[src/rtl/char_classifier_pkg.sv]
// char_classifier_pkg: ASCII code constants and class-index constants that
// fix the bit order of the classifier flag vector.
// Latency: n/a (constants only). Backpressure: n/a.
package char_classifier_pkg;

  // ASCII codes that are awkward to write as character literals
  localparam logic [7:0] ASCII_NUL    = 8'h00;
  localparam logic [7:0] ASCII_TAB    = 8'h09;
  localparam logic [7:0] ASCII_LF     = 8'h0A;
  localparam logic [7:0] ASCII_CR     = 8'h0D;
  localparam logic [7:0] ASCII_SPACE  = 8'h20;
  localparam logic [7:0] ASCII_LPAREN = 8'h28;
  localparam logic [7:0] ASCII_RPAREN = 8'h29;
  localparam logic [7:0] ASCII_LBRACK = 8'h5B;
  localparam logic [7:0] ASCII_RBRACK = 8'h5D;
  localparam logic [7:0] ASCII_LBRACE = 8'h7B;
  localparam logic [7:0] ASCII_RBRACE = 8'h7D;

  // Bit positions inside the flag vector
  localparam int CLS_START_STOP   = 0;
  localparam int CLS_SMALL        = 1;
  localparam int CLS_CAPITAL      = 2;
  localparam int CLS_NUMBER       = 3;
  localparam int CLS_HEX          = 4;
  localparam int CLS_PUNCT_BASIC  = 5;
  localparam int CLS_PUNCT_FIN    = 6;
  localparam int CLS_PAREN        = 7;
  localparam int CLS_CURLY        = 8;
  localparam int CLS_MATH         = 9;
  localparam int CLS_WHITESPACE   = 10;
  localparam int CLS_VOWEL        = 11;
  localparam int CLS_CONSONANT    = 12;
  localparam int CLS_OTHER        = 13;
  localparam int NUM_CLASSES      = 14;

endpackage

[src/rtl/char_fifo.sv]
// char_fifo: synchronous byte FIFO with occupancy count, async active-high reset.
// Latency: head byte visible combinationally the cycle after its push.
// Backpressure: push ignored while full, pop ignored while empty.
// Ports: i_push/i_push_data write side, i_pop read side, o_head_data current
//        head, o_full/o_empty status, o_count occupancy (0..DEPTH).
module char_fifo #(
  parameter int DEPTH = 8,
  parameter int W     = 8
) (
  input  logic                       clk,
  input  logic                       rst,
  input  logic                       i_push,
  input  logic [W-1:0]               i_push_data,
  input  logic                       i_pop,
  output logic [W-1:0]               o_head_data,
  output logic                       o_full,
  output logic                       o_empty,
  output logic [$clog2(DEPTH):0]     o_count
);
  localparam int AW = $clog2(DEPTH);
  localparam int CW = AW + 1;

  logic [W-1:0]  r_mem [DEPTH];
  logic [AW-1:0] r_wr_ptr;
  logic [AW-1:0] r_rd_ptr;
  logic [CW-1:0] r_count;
  logic          w_do_push;
  logic          w_do_pop;

  assign o_full      = (r_count == CW'(DEPTH));
  assign o_empty     = (r_count == '0);
  assign o_count     = r_count;
  assign o_head_data = r_mem[r_rd_ptr];

  // A full FIFO refuses pushes even when a pop frees a slot on the same edge.
  assign w_do_push = i_push && !o_full;
  assign w_do_pop  = i_pop && !o_empty;

  always_ff @(posedge clk) begin
    if (w_do_push) r_mem[r_wr_ptr] <= i_push_data;
  end

  // DEPTH is a power of two, so pointer wrap is the natural overflow.
  always_ff @(posedge clk or posedge rst) begin
    if (rst) begin
      r_wr_ptr <= '0;
      r_rd_ptr <= '0;
      r_count  <= '0;
    end else begin
      if (w_do_push) r_wr_ptr <= r_wr_ptr + 1'b1;
      if (w_do_pop)  r_rd_ptr <= r_rd_ptr + 1'b1;
      case ({w_do_push, w_do_pop})
        2'b10:   r_count <= r_count + 1'b1;
        2'b01:   r_count <= r_count - 1'b1;
        default: r_count <= r_count;
      endcase
    end
  end

endmodule

[src/rtl/char_classifier.sv]
// char_classifier: buffers raw bytes and emits one classified character per
// GAP cycles as a one-cycle valid pulse with registered flags and char_out.
// Latency: byte pushed into an idle, empty block appears one edge later.
// Backpressure: in_ready drops while the FIFO holds DEPTH bytes.
// Ports: in_data/in_valid/in_ready byte input; valid/char_out plus the class
//        flags describe the last popped byte; fifo_count is the occupancy.
module char_classifier
  import char_classifier_pkg::*;
#(
  parameter int DEPTH = 8,
  parameter int GAP   = 2
) (
  input  logic                   clk,
  input  logic                   rst,
  input  logic [7:0]             in_data,
  input  logic                   in_valid,
  output logic                   in_ready,
  output logic                   valid,
  output logic [7:0]             char_out,
  output logic [$clog2(DEPTH):0] fifo_count,
  output logic                   start_stop,
  output logic                   small_letter,
  output logic                   capital_letter,
  output logic                   number,
  output logic                   hex_digit,
  output logic                   punctuation_basic,
  output logic                   punctuation_finance,
  output logic                   parentheses,
  output logic                   curly_braces,
  output logic                   math_symbol,
  output logic                   whitespace,
  output logic                   vowel,
  output logic                   consonant,
  output logic                   other
);
  localparam int              PW        = $clog2(GAP + 1);
  localparam logic [PW-1:0]   PACE_LOAD = PW'(GAP - 1);

  logic [7:0]             w_head;
  logic                   w_full;
  logic                   w_empty;
  logic                   w_push;
  logic                   w_pop;
  logic [NUM_CLASSES-1:0] w_cls;

  logic                   r_valid;
  logic [7:0]             r_char;
  logic [NUM_CLASSES-1:0] r_flags;
  logic [PW-1:0]          r_pace;

  assign in_ready = !w_full;
  assign w_push   = in_valid && in_ready;
  assign w_pop    = !w_empty && (r_pace == '0);

  char_fifo #(.DEPTH(DEPTH), .W(8)) u_fifo (
    .clk         (clk),
    .rst         (rst),
    .i_push      (w_push),
    .i_push_data (in_data),
    .i_pop       (w_pop),
    .o_head_data (w_head),
    .o_full      (w_full),
    .o_empty     (w_empty),
    .o_count     (fifo_count)
  );

  // Classification of the FIFO head; only sampled into r_flags on a pop.
  always_comb begin
    w_cls = '0;
    w_cls[CLS_START_STOP]  = (w_head == ASCII_NUL);
    w_cls[CLS_SMALL]       = (w_head inside {[8'h61:8'h7A]});
    w_cls[CLS_CAPITAL]     = (w_head inside {[8'h41:8'h5A]});
    w_cls[CLS_NUMBER]      = (w_head inside {[8'h30:8'h39]});
    w_cls[CLS_HEX]         = (w_head inside {[8'h30:8'h39], [8'h41:8'h46], [8'h61:8'h66]});
    w_cls[CLS_PUNCT_BASIC] = (w_head inside {".", ",", ":", ";", "!", "?", "'", "\""});
    w_cls[CLS_PUNCT_FIN]   = (w_head inside {"#", "$", "%", "&", "@"});
    w_cls[CLS_PAREN]       = (w_head inside {ASCII_LPAREN, ASCII_RPAREN, ASCII_LBRACK, ASCII_RBRACK});
    w_cls[CLS_CURLY]       = (w_head inside {ASCII_LBRACE, ASCII_RBRACE});
    w_cls[CLS_MATH]        = (w_head inside {"+", "-", "*", "/", "\\", "=", "<", ">"});
    w_cls[CLS_WHITESPACE]  = (w_head inside {ASCII_SPACE, ASCII_TAB, ASCII_LF, ASCII_CR});
    w_cls[CLS_VOWEL]       = (w_head inside {"a", "e", "i", "o", "u", "A", "E", "I", "O", "U"});
    w_cls[CLS_CONSONANT]   = (w_cls[CLS_SMALL] || w_cls[CLS_CAPITAL]) && !w_cls[CLS_VOWEL];
    // hex, vowel and consonant only ever refine a class already in this list
    w_cls[CLS_OTHER]       = !(w_cls[CLS_START_STOP] || w_cls[CLS_SMALL] || w_cls[CLS_CAPITAL] ||
                               w_cls[CLS_NUMBER] || w_cls[CLS_PUNCT_BASIC] || w_cls[CLS_PUNCT_FIN] ||
                               w_cls[CLS_PAREN] || w_cls[CLS_CURLY] || w_cls[CLS_MATH] ||
                               w_cls[CLS_WHITESPACE]);
  end

  // The pacer reloads on every pop so consecutive pulses are GAP cycles apart.
  always_ff @(posedge clk or posedge rst) begin
    if (rst) begin
      r_valid <= 1'b0;
      r_char  <= '0;
      r_flags <= '0;
      r_pace  <= '0;
    end else begin
      r_valid <= w_pop;
      if (w_pop) begin
        r_char  <= w_head;
        r_flags <= w_cls;
        r_pace  <= PACE_LOAD;
      end else if (r_pace != '0) begin
        r_pace  <= r_pace - 1'b1;
      end
    end
  end

  assign valid               = r_valid;
  assign char_out            = r_char;
  assign start_stop          = r_flags[CLS_START_STOP];
  assign small_letter        = r_flags[CLS_SMALL];
  assign capital_letter      = r_flags[CLS_CAPITAL];
  assign number              = r_flags[CLS_NUMBER];
  assign hex_digit           = r_flags[CLS_HEX];
  assign punctuation_basic   = r_flags[CLS_PUNCT_BASIC];
  assign punctuation_finance = r_flags[CLS_PUNCT_FIN];
  assign parentheses         = r_flags[CLS_PAREN];
  assign curly_braces        = r_flags[CLS_CURLY];
  assign math_symbol         = r_flags[CLS_MATH];
  assign whitespace          = r_flags[CLS_WHITESPACE];
  assign vowel               = r_flags[CLS_VOWEL];
  assign consonant           = r_flags[CLS_CONSONANT];
  assign other               = r_flags[CLS_OTHER];

endmodule

[config.mk]
export PLATFORM = sky130hd
export DESIGN_NAME = char_classifier
export DESIGN_NICKNAME = d
export VERILOG_FILES = /design/src/rtl/char_classifier_pkg.sv /design/src/rtl/char_fifo.sv /design/src/rtl/char_classifier.sv
export SDC_FILE = /design/constraint.sdc
export NUM_CORES = 1
export LEC_CHECK = 0
export ABC_AREA = 0
export CAP_MARGIN = 40
export CORE_ASPECT_RATIO = 0.8
export CORE_MARGIN = 5
export CORE_UTILIZATION = 55
export DETAILED_ROUTE_END_ITERATION = 8
export PLACE_DENSITY = 0.77
export SYNTH_ARGS = -nofsm -noshare
export SYNTH_HDL_FRONTEND = slang
export SYNTH_SLANG_ARGS = --single-unit
export TNS_END_PERCENT = 10
[constraint.sdc]
create_clock -name clk -period 4.9 [get_ports clk]
set_clock_uncertainty 0.05 [all_clocks]
set_input_delay 1.47 -clock clk [delete_from_list [all_inputs] [get_ports clk]]
set_output_delay 1.47 -clock clk [all_outputs]
set_load 0.02 [all_outputs]
Yosys cells after proc, flatten, opt, wreduce, memory -nomap -nowiden
Memories as Yosys holds them, arrays and structs flattened. Index checks and enable logic that the tools add are counted.

Add/subtract/negate cells: 5. Reduce and logical (&&, ||, !) cells: 38. Mux-type cells: 5. Eq/ne operators: 44. $lt $le $gt $ge: 8.

Operator list (count): $eq A8 B6 Y1 const B (22); $eq A8 B7 Y1 const B (16); $le A8 B7 Y1 const B (4); $eq A8 B4 Y1 const B (3); $ge A8 B7 Y1 const B (2); $reduce_bool A8 Y1 (2); $logic_and A1 B1 Y1 (10); $logic_or A1 B1 Y1 (10); $reduce_bool A10 Y1 (1); $ge A8 B6 Y1 const B (1); $le A8 B6 Y1 const B (1); $logic_not A8 Y1 (1); $pmux W4 S2 (1); $reduce_bool A2 Y1 (4); $reduce_bool A4 Y1 (2); $add A3 B1 Y3 const B (2); $reduce_bool A5 Y1 (1); $add A4 B1 Y4 const B (1); $eq A4 B4 Y1 const B (1); $logic_not A1 Y1 (4); $logic_not A4 Y1 (1); $mux W2 (2); $sub A4 B1 Y4 const B (1); $reduce_bool A3 Y1 (1); other kinds (5) (6).

Memories kept: 1. Bits in registers: 35. Bits in writable memories: 64. Logic and storage cells: 108. Input port bits: 11.

Memory list: u_fifo.r_mem (depth 8, width 8, read ports 1, clocked after memory_dff 0, wr ports 1, RTL line char_fifo.sv:23) `logic [W-1:0] r_mem [DEPTH];`.

Logic depth before layout (Yosys ltp)
Gate-level depths: netlist of the first run. An unclocked memory read counts as a cell.

Word-level depth: 13. Mapped depth: 13. Gate-level depth less buffers: 11.

Cells and area by module
Synthesis of the first run repeated with hierarchy kept, for this count alone.

Cells, all modules: 320. Area, all modules: 4514.3 um^2.

Modules (own cells, without submodules): char_fifo (instances 1, area an instance 3135.5 um^2, cells an instance 161); char_classifier (instances 1, area an instance 1378.8 um^2, cells an instance 159).

Least setup slack after synthesis of the first run
OpenSTA, ideal clock, no wires.

Path kind: input port to flip-flop. Start point: in in_valid. End point: mem u_fifo.r_mem[2][0] (enable). Setup slack: 1.836 ns. Arrival time: 2.616 ns. Cell stages on the path: 2. Cells stage by stage: nand2_1 -> nor4b_1.

Longest elaborated chain between the ends: 4.

Ends and longest elaborated chain: start, declared (RTL line char_classifier.sv:16) `input logic in_valid,`; $logic_and A1 B1 Y1 (RTL line char_classifier.sv:52) `assign w_push = in_valid && in_ready;`; $logic_and A1 B1 Y1 (RTL line char_fifo.sv:36) `assign w_do_push = i_push && !o_full;`; $mux W1 (RTL line char_fifo.sv:40) `if (w_do_push) r_mem[r_wr_ptr] <= i_push_data;`; $mux W1 (not written as such) (RTL line char_fifo.sv:40); end, declared (RTL line char_fifo.sv:23).

No other way between the ends.

Worst setup path after layout of the first run
Start point: reg u_fifo.r_rd_ptr[0]. End point: reg r_flags[13].

Longest elaborated chain between the ends: 13.

Ends and longest elaborated chain: start, declared (RTL line char_fifo.sv:25) `logic [AW-1:0] r_rd_ptr;`; start signal, assigned (RTL line char_fifo.sv:51) `if (w_do_pop) r_rd_ptr <= r_rd_ptr + 1'b1;`; $mem_v2 Z8 W8 *; $ge A8 B7 Y1 or $le A8 B7 Y1 (tied branches) (RTL line char_classifier.sv:71) `w_cls[CLS_SMALL] = (w_head inside {[8'h61:8'h7A]});`; $logic_and A1 B1 Y1 (RTL line char_classifier.sv:71); $logic_or A1 B1 Y1 (3 in series) (RTL line char_classifier.sv:84) `w_cls[CLS_OTHER] = !(w_cls[CLS_START_STOP] || w_cls[CLS_SMALL] || w_cls[CLS_CAPITAL] ||`; $logic_or A1 B1 Y1 (3 in series) (RTL line char_classifier.sv:85) `w_cls[CLS_NUMBER] || w_cls[CLS_PUNCT_BASIC] || w_cls[CLS_PUNCT_FIN] ||`; $logic_or A1 B1 Y1 (2 in series) (RTL line char_classifier.sv:86) `w_cls[CLS_PAREN] || w_cls[CLS_CURLY] || w_cls[CLS_MATH] ||`; $logic_or A1 B1 Y1 * (RTL line char_classifier.sv:86); $logic_not A1 Y1 * (RTL line char_classifier.sv:84); end signal, assigned (RTL line char_classifier.sv:101) `r_flags <= w_cls;`; end, declared (RTL line char_classifier.sv:48) `logic [NUM_CLASSES-1:0] r_flags;`.

Every way passes the cells marked *; elsewhere a longest branch is shown, timed or not. A chain may end at the register's enable or synchronous reset.

==> impl_results.rst, run 1 <==
.. list-table::
   :header-rows: 1

   * - Metric
     - Value
   * - Post-cts hold buffer count
     - 0
   * - Commonest cells in the netlist
     - sky130_fd_sc_hd__edfxtp_1, sky130_fd_sc_hd__dfrtp_1, sky130_fd_sc_hd__nand2_1
   * - Post-Route Setup TNS
     - 0 ns
   * - DRT antenna net count
     - 0
   * - Number of CTS-inserted buffers
     - 9
   * - Hold worst-path end
     - char_out[4]
   * - Final Hold Violating Endpoints
     - 0
   * - Most used DFF post-synth
     - sky130_fd_sc_hd__edfxtp_1
   * - Number of H-tree levels
     - 3
   * - Final cell utilization of the core
     - 64.7%
   * - Hold depth
     - 2
   * - Cell area after synthesis
     - roughly 4400 um2
   * - Yosys warnings
     - 0
   * - Cell Pwr Density
     - around 660 nW/um2
   * - Net count of the mapped netlist
     - around 310
   * - Cell area after layout
     - just over 5000 um2
   * - Sequential area share after synthesis
     - between 60% and 70%
   * - Share of the synthesized area in the top cell type
     - 44.0%
   * - Crit share post-route
     - 68.2%
   * - Worst-case setup slack after placement
     - 1.32 ns
   * - Crit path DAT
     - approximately 3.6 ns
   * - Clock slew seen by the registers of the worst setup and hold paths
     - 0.11 ns
   * - Diode insertion count for antenna repair
     - 0
   * - Initial Util
     - 55.7%
   * - Fraction of layout cells with a size suffix above 1
     - 15.6%
   * - Post-cts gate resize count
     - 0
   * - Average footprint of a synthesized cell
     - 15.2 um2
   * - Length of routed wiring on met1
     - around 3800 um
   * - Largest net degree at the start of global routing
     - 36
   * - Cells taking the most area after synthesis
     - sky130_fd_sc_hd__edfxtp_1, sky130_fd_sc_hd__dfrtp_1, sky130_fd_sc_hd__mux4_1
   * - Unrepaired setup endpoints after global routing
     - false
   * - Setup-failing EPs final
     - 0
   * - Area Overhead vs Synth
     - 16.2%
   * - Number of placed instances with taps included
     - 431
   * - Total via count in the routed design
     - 2589
   * - Cell Count, Final, Fillers Out
     - ~450
   * - Nets@finish
     - 352
   * - Hold Worst Slack
     - 0.440 ns
   * - HPWL after detailed placement
     - between 5000 and 6000 um
   * - First-pass GRT wire length
     - 13500 um
   * - Max-cap check violation count
     - 0
   * - Clock tree from TritonCTS
     - done
   * - Clock root buffer
     - sky130_fd_sc_hd__clkbuf_8
   * - Num rows
     - 29
   * - Die Y-Extent
     - 89.7 um
   * - Standard cell core area
     - slightly below 8000 um2
   * - Vias per cell
     - between 5 and 6
   * - Die X
     - 110 um
   * - Async set or reset register ratio after synthesis
     - 35.4%
   * - Worst r2r src
     - u_fifo.r_rd_ptr[0]
   * - Final Worst Setup Slack
     - around 1.6 ns
   * - Beginning of the worst hold path
     - char_out[4]
   * - Count leader, synth
     - sky130_fd_sc_hd__edfxtp_1
   * - Final worst path period need
     - 3.34 ns
   * - Register bit count reported by yosys
     - roughly 100
   * - CTS sink cnt
     - 99
   * - Antenna violations before repair
     - 0
   * - Total leakage power
     - 1.88 nW
   * - Insertion delay of the later-clocked pin in the worst-skew pair
     - 0.36 ns
   * - Max-slew headroom at the worst pin
     - around 40%
   * - Power, Total
     - 3.34 mW
   * - Number of buffers inserted by post-CTS setup repair
     - 0
   * - Global placement routability congestion
     - 0.873
   * - VDD IR max
     - between 300 and 400 uV
   * - Fmax
     - 299 MHz
   * - Number of primary I/O pins
     - 39
   * - Overflow left after global routing
     - 0
   * - Post-synth EDFFs
     - 64
   * - Maximum fanout encountered on the critical timing path
     - 15
   * - Type of element launching the critical path
     - flip-flop
   * - Drt total wl
     - 8290 um
   * - Path class of the lowest-slack min-delay path
     - reg -> reg
   * - Max-slew violations
     - 0
   * - Pin slew with the least headroom to its limit
     - 0.899 ns
   * - Start point of the critical path
     - u_fifo.r_rd_ptr[0]
   * - Type of the worst setup path
     - reg -> reg
   * - Sum of met2 wire segment lengths after detailed routing
     - 3790 um
   * - Area after detailed placement
     - 4880 um2
   * - Required time of the worst setup path
     - 5.12 ns
   * - Met3 WL
     - approximately 560 um
   * - Reg-to-Reg End
     - r_flags[13]
   * - Buffers from clock root to sink, at most
     - 2
   * - Setup slack on the worst flop-to-flop path
     - roughly 1.6 ns
   * - Tot GR Track Use
     - 18.6%
   * - First drt pass iteration count
     - 4
   * - DRC
     - 0
   * - Highest metal layer used by the detailed router
     - met4
   * - Run status
     - complete, no violations
   * - Worst Reg-to-Reg Cells
     - 7
   * - Average wire per standard cell
     - 18.6 um
   * - Vias in the first global route
     - 2429
   * - Gate count after technology mapping
     - 287
   * - Iteration-0 DRC Markers
     - 196
   * - Post-synth cell types
     - 56
   * - Worst setup EP type
     - flip-flop
   * - Quantity of I/O buffers inserted on ports
     - 38
   * - Die ar.
     - 9830 um2
   * - Largest area contributor in the netlist
     - sky130_fd_sc_hd__edfxtp_1
final cells by class:
| class | count | area (um2) |
|---|---|---|
| timing repair buffer | 50 | 470 |
| clock buffer | 9 | 124 |
| sequential | 99 | 2800 |
| tap | 108 | 135 |
| clock inverter | 7 | 68.8 |
| fill | 613 | 2770 |
| multi-input combinational | 167 | 1450 |
| inverter | 7 | 26.3 |
worst max path at each step:
stage                     cells after the start                  to  slack (ns)
after global routing                          6         r_flags[13]        1.33
final                                         7         r_flags[13]        1.56
after global placement                        9   u_fifo.o_count[3]        1.37
after detailed placement                      9   u_fifo.o_count[3]        1.32
after floorplan                               2  u_fifo.r_mem[2][0]        1.84
after CTS                                     7         r_flags[13]        1.59
where the power goes:
group / internal (mW) / switching (mW) / leakage, nW
combinational: 0.701 / 0.845 / 0.769
clock: 0.199 / 0.310 / 0.0968
sequential: 1.10 / 0.185 / 1.02
sequential cells by signal (all words and copies together) (netlist names):
name / count
char_out: 8
r_flags: 14
r_pace: 2
u_fifo.o_count: 4
u_fifo.r_mem: 64
u_fifo.r_rd_ptr: 3
u_fifo.r_wr_ptr: 3
valid: 1
metal layers:
| layer | track usage [%] | vias up |
|---|---|---|
| li1 | - | 1204 |
| met1 | 28.0 | 1266 |
| met2 | 27.6 | 106 |
| met3 | 4.36 | 13 |
| met4 | 4.42 | 0 |
| met5 | 0 | - |
critical path, cell delays in order, from the launching register on:
cell and delay [ns]:
sky130_fd_sc_hd__dfrtp_1 0.95, sky130_fd_sc_hd__mux4_1 0.71, sky130_fd_sc_hd__mux2i_4 0.39, sky130_fd_sc_hd__nand2_1 0.23, sky130_fd_sc_hd__nor4_1 0.34, sky130_fd_sc_hd__a31oi_1 0.13, sky130_fd_sc_hd__o211a_1 0.24, sky130_fd_sc_hd__a32o_1 0.21
cell families after synthesis:
family | synth area share (%)
adder cells (fa/ha/maj) | 2.18
buffers and inverters | 2.67
AND/OR/NAND/NOR | 8.20
flip-flops | 64.1
XOR/XNOR | 1.98
AO/OA/AOI/OAI | 6.85
multiplexers | 14.0
cells in the final DEF, fill, tap and decap left out, types with 5 or more instances in the layout:
cell type / n
sky130_fd_sc_hd__edfxtp_1: 64
sky130_fd_sc_hd__clkbuf_8: 9
sky130_fd_sc_hd__nand3_1: 5
sky130_fd_sc_hd__o21ai_0: 16
sky130_fd_sc_hd__nand2_1: 30
sky130_fd_sc_hd__mux4_1: 8
sky130_fd_sc_hd__clkdlybuf4s50_1: 38
sky130_fd_sc_hd__dfrtp_1: 35
sky130_fd_sc_hd__mux4_2: 8
sky130_fd_sc_hd__ha_1: 6
sky130_fd_sc_hd__inv_1: 7
sky130_fd_sc_hd__mux2_2: 8
sky130_fd_sc_hd__xnor2_1: 6
sky130_fd_sc_hd__nor2_1: 14
sky130_fd_sc_hd__a21oi_1: 6
sky130_fd_sc_hd__nor3_1: 5
sky130_fd_sc_hd__buf_4: 12
No activity file was read; power rests on OpenSTA's default activity.
==> run 2, diff against run 1 <==
--- a/config.mk
+++ b/config.mk
@@ -9,9 +9,9 @@
 export CAP_MARGIN = 40
 export CORE_ASPECT_RATIO = 0.8
 export CORE_MARGIN = 5
-export CORE_UTILIZATION = 55
+export CORE_UTILIZATION = 52
 export DETAILED_ROUTE_END_ITERATION = 8
-export PLACE_DENSITY = 0.77
+export PLACE_DENSITY = 0.76
 export SYNTH_ARGS = -nofsm -noshare
 export SYNTH_HDL_FRONTEND = slang
 export SYNTH_SLANG_ARGS = --single-unit
==> constraint.sdc (replaced) <==
create_clock -name clk -period 3 [get_ports clk]
set_clock_uncertainty 0.05 [all_clocks]
set_input_delay 0.9 -clock clk [delete_from_list [all_inputs] [get_ports clk]]
set_output_delay 0.9 -clock clk [all_outputs]
set_load 0.02 [all_outputs]
==> run 2 against run 1 <==
Setup slack worse by 1.3 ns. Die area rose by 5.2%. Combinational power up 82%. Clock power increased by 79%. Core utilization is 0.072 points lower. Hold slack worse by 0.0064 ns. Non-clock buffer count is 12 higher. Via count down 0.31%. First-iteration DRC count decreased by 19%. Critical path depth rose by 2. Critical endpoint unchanged. Largest power group unchanged.
==> impl_results.rst, run 2 (synthesis results as in run 1) <==
.. list-table::
   :header-rows: 1

   * - Metric
     - Value
   * - Critical-path cell with the highest stage delay
     - sky130_fd_sc_hd__mux4_1
   * - Critical path, cell by cell
     - buf_12 > mux4_1 > mux2i_4 > buf_4 > a21oi_1 > nand4bb_1 > o311a_1 > o211a_1 > a32o_1
   * - Type of element launching the critical path
     - flip-flop
   * - Setup-failing EPs final
     - 0 (unchanged)
   * - Drt total wl
     - 8320 um (+0.31%)
   * - Die X
     - 112 um (+2.6%)
   * - Pin slew with the least headroom to its limit
     - 0.537 ns (-0.362 ns)
   * - Die ar.
     - 10300 um2 (+5.2%)
   * - Post-cts hold buffer count
     - 0 (unchanged)
   * - Quantity of I/O buffers inserted on ports
     - 38 (unchanged)
   * - Number of primary I/O pins
     - 39 (unchanged)
   * - Diode insertion count for antenna repair
     - 0 (unchanged)
   * - Nets@finish
     - 364 (+3.4%)
   * - Final Hold Violating Endpoints
     - 0 (unchanged)
   * - Overflow left after global routing
     - 0 (unchanged)
   * - Clock tree from TritonCTS
     - done
   * - Number of buffers inserted by post-CTS setup repair
     - 0 (unchanged)
   * - Hold worst-path end
     - r_flags[10]
   * - Max-cap check violation count
     - 0 (unchanged)
   * - Total leakage power
     - 1.96 nW (+3.9%)
   * - Worst setup EP type
     - flip-flop
   * - Die Y-Extent
     - 91.9 um (+2.5%)
   * - Buffers from clock root to sink, at most
     - 2 (unchanged)
   * - Worst r2r src
     - u_fifo.r_rd_ptr[0]
   * - Required time of the worst setup path
     - 3.20 ns (-1.92 ns)
   * - Iteration-0 DRC Markers
     - 159 (-19%)
   * - Beginning of the worst hold path
     - r_flags[10]
   * - Routing usage on met3
     - 4.28% (-0.084 points)
   * - Unrepaired setup endpoints after global routing
     - false
   * - Setup slack on the worst flop-to-flop path
     - 0.25 ns (-1.31 ns)
   * - DRC
     - 0 (unchanged)
   * - Average wire per standard cell
     - 18.2 um (-2.1%)
   * - Post-Route Setup TNS
     - 0 ns (unchanged)
   * - Initial Util
     - 54.2% (-1.5 points)
   * - Type of the worst setup path
     - reg -> reg
   * - First drt pass iteration count
     - 4 (unchanged)
   * - Largest register by flop count
     - u_fifo.r_mem
   * - Routing layer with the top usage in global route
     - met2
   * - Cell Pwr Density
     - 1100 nW/um2 (+67%)
   * - Commonest non-fill, non-tap cell in the layout
     - sky130_fd_sc_hd__edfxtp_1
   * - Vias in the first global route
     - 2563 (+5.5%)
   * - Insertion delay of the later-clocked pin in the worst-skew pair
     - 0.36 ns (about the same)
   * - Area Overhead vs Synth
     - 19.3%
   * - Worst-case setup slack after placement
     - 0.101 ns (-1.22 ns)
   * - Number of CTS-inserted buffers
     - 9 (unchanged)
   * - Max-slew headroom at the worst pin
     - 63.2% (+23 points)
   * - Max-slew violations
     - 0 (unchanged)
   * - Crit path DAT
     - 2.95 ns (-0.61 ns)
   * - Run status
     - complete, no violations
   * - First-pass GRT wire length
     - 13500 um (+0.46%)
   * - Final worst path period need
     - 2.75 ns (-0.594 ns)
   * - Delay of the slowest critical-path stage
     - 0.61 ns (-0.34 ns)
   * - Antenna violations before repair
     - 0 (unchanged)
   * - Number of flip-flops under the largest register name
     - 64 (unchanged)
   * - Fraction of met2 tracks used by global routing
     - 25.5% (-2.1 points)
   * - Total via count in the routed design
     - 2581 (-0.31%)
   * - Global placement routability congestion
     - 0.889 (+1.8%)
   * - Hold depth
     - 2 (unchanged)
   * - Leading cell types in the layout, fill and taps excluded
     - sky130_fd_sc_hd__edfxtp_1, sky130_fd_sc_hd__clkdlybuf4s50_1, sky130_fd_sc_hd__dfrtp_1
   * - Clock root buffer
     - sky130_fd_sc_hd__clkbuf_8
   * - Crit share post-route
     - 91.7% (+23 points)
   * - Largest net degree at the start of global routing
     - 36 (unchanged)
   * - HPWL after detailed placement
     - 5730 um (+4.8%)
   * - Worst Reg-to-Reg Cells
     - 9 (+2)
   * - Num rows
     - 29 (unchanged)
   * - Standard cell core area
     - 8060 um2 (+2.8%)
   * - Fraction of layout cells with a size suffix above 1
     - 18.3% (+2.7 points)
   * - DRT antenna net count
     - 0 (unchanged)
   * - VDD IR max
     - 632 uV (+80%)
   * - CTS sink cnt
     - 99 (unchanged)
   * - Fmax
     - 364 MHz (+22%)
   * - Maximum fanout encountered on the critical timing path
     - 15 (unchanged)
   * - Clock slew seen by the registers of the worst setup and hold paths
     - 0.09 ns (-0.02 ns)
   * - Tot GR Track Use
     - 17.0% (-1.6 points)
   * - Vias per cell
     - 5.64 (-2.7%)
   * - Met1 GRT Util
     - 25.3% (-2.7 points)
   * - Post-cts gate resize count
     - 0 (unchanged)
   * - Path class of the lowest-slack min-delay path
     - reg -> reg
   * - Number of H-tree levels
     - 3 (unchanged)
   * - Reg-to-Reg End
     - r_flags[13]
   * - Final Worst Setup Slack
     - 0.250 ns (-1.31 ns)
-- run 2: cell types whose count changed in the layout (fill, tap and decap cells not counted) --
cell                         delta
sky130_fd_sc_hd__buf_4         +10
sky130_fd_sc_hd__buf_12         +2
sky130_fd_sc_hd__bufinv_16      +2
sky130_fd_sc_hd__inv_8          -2
sky130_fd_sc_hd__clkinv_8       -1
sky130_fd_sc_hd__clkinvlp_4     +1
sky130_fd_sc_hd__inv_6          -1
-- run 2: area by class of cell --
type | count | area [um2]
Fill cell | 619 | 2850
Multi-Input combinational cell | 167 | 1450
Clock buffer | 9 | 124
Sequential cell | 99 | 2800
Clock inverter | 6 | 88.8
Tap cell | 108 | 135
Timing Repair Buffer | 62 | 586
Inverter | 7 | 26.3
-- run 2: per-stage QoR --
step	total power, mW	instance area [um2]	utilization (%)	instances	hold WS (ns)
global placement	4.77	4990	62.0	443	0.412
detailed placement	4.84	4990	62.0	443	0.419
CTS	5.76	5210	64.6	458	0.438
finish	5.72	5210	64.6	458	0.434
global route	6.09	5210	64.6	458	0.461
floorplan	3.88	4360	-	287	0.419
-- run 2: how the worst max path moves through the flow --
| stage | startpoint | endpoint | cells after the start |
|---|---|---|---|
| floorplan | u_fifo.o_count[0] | u_fifo.o_count[3] | 12 |
| global placement | in_valid | u_fifo.o_count[3] | 9 |
| detailed placement | in_valid | u_fifo.o_count[3] | 9 |
| CTS | u_fifo.r_rd_ptr[0] | r_flags[13] | 9 |
| global route | u_fifo.r_rd_ptr[0] | r_flags[13] | 8 |
| finish | u_fifo.r_rd_ptr[0] | r_flags[13] | 9 |
-- run 2: power by group --
part           internal (mW)  total, mW  leakage (nW)  switching [mW]
combinational           1.31       2.82         0.836            1.51
clock                  0.466      0.907         0.102           0.441
sequential              1.80       2.00          1.02           0.199
total                   3.57       5.72          1.96            2.15
-- run 2: layer usage --
metal / vias to the layer above / part of all wire, %
met1: 1267 / 48
li1: 1231 / -
met3: 10 / 6.4
met5: - / 0
met2: 73 / 45
met4: 0 / 0.85
-- run 2: critical path: cells and delay by family, from the launching register on --
kind	cells	cell delay, ns
AND/OR/NAND/NOR	1	0.31
flip-flops	1	0.38
multiplexers	2	0.93
buffers and inverters	2	0.39
AO/OA/AOI/OAI	4	0.58
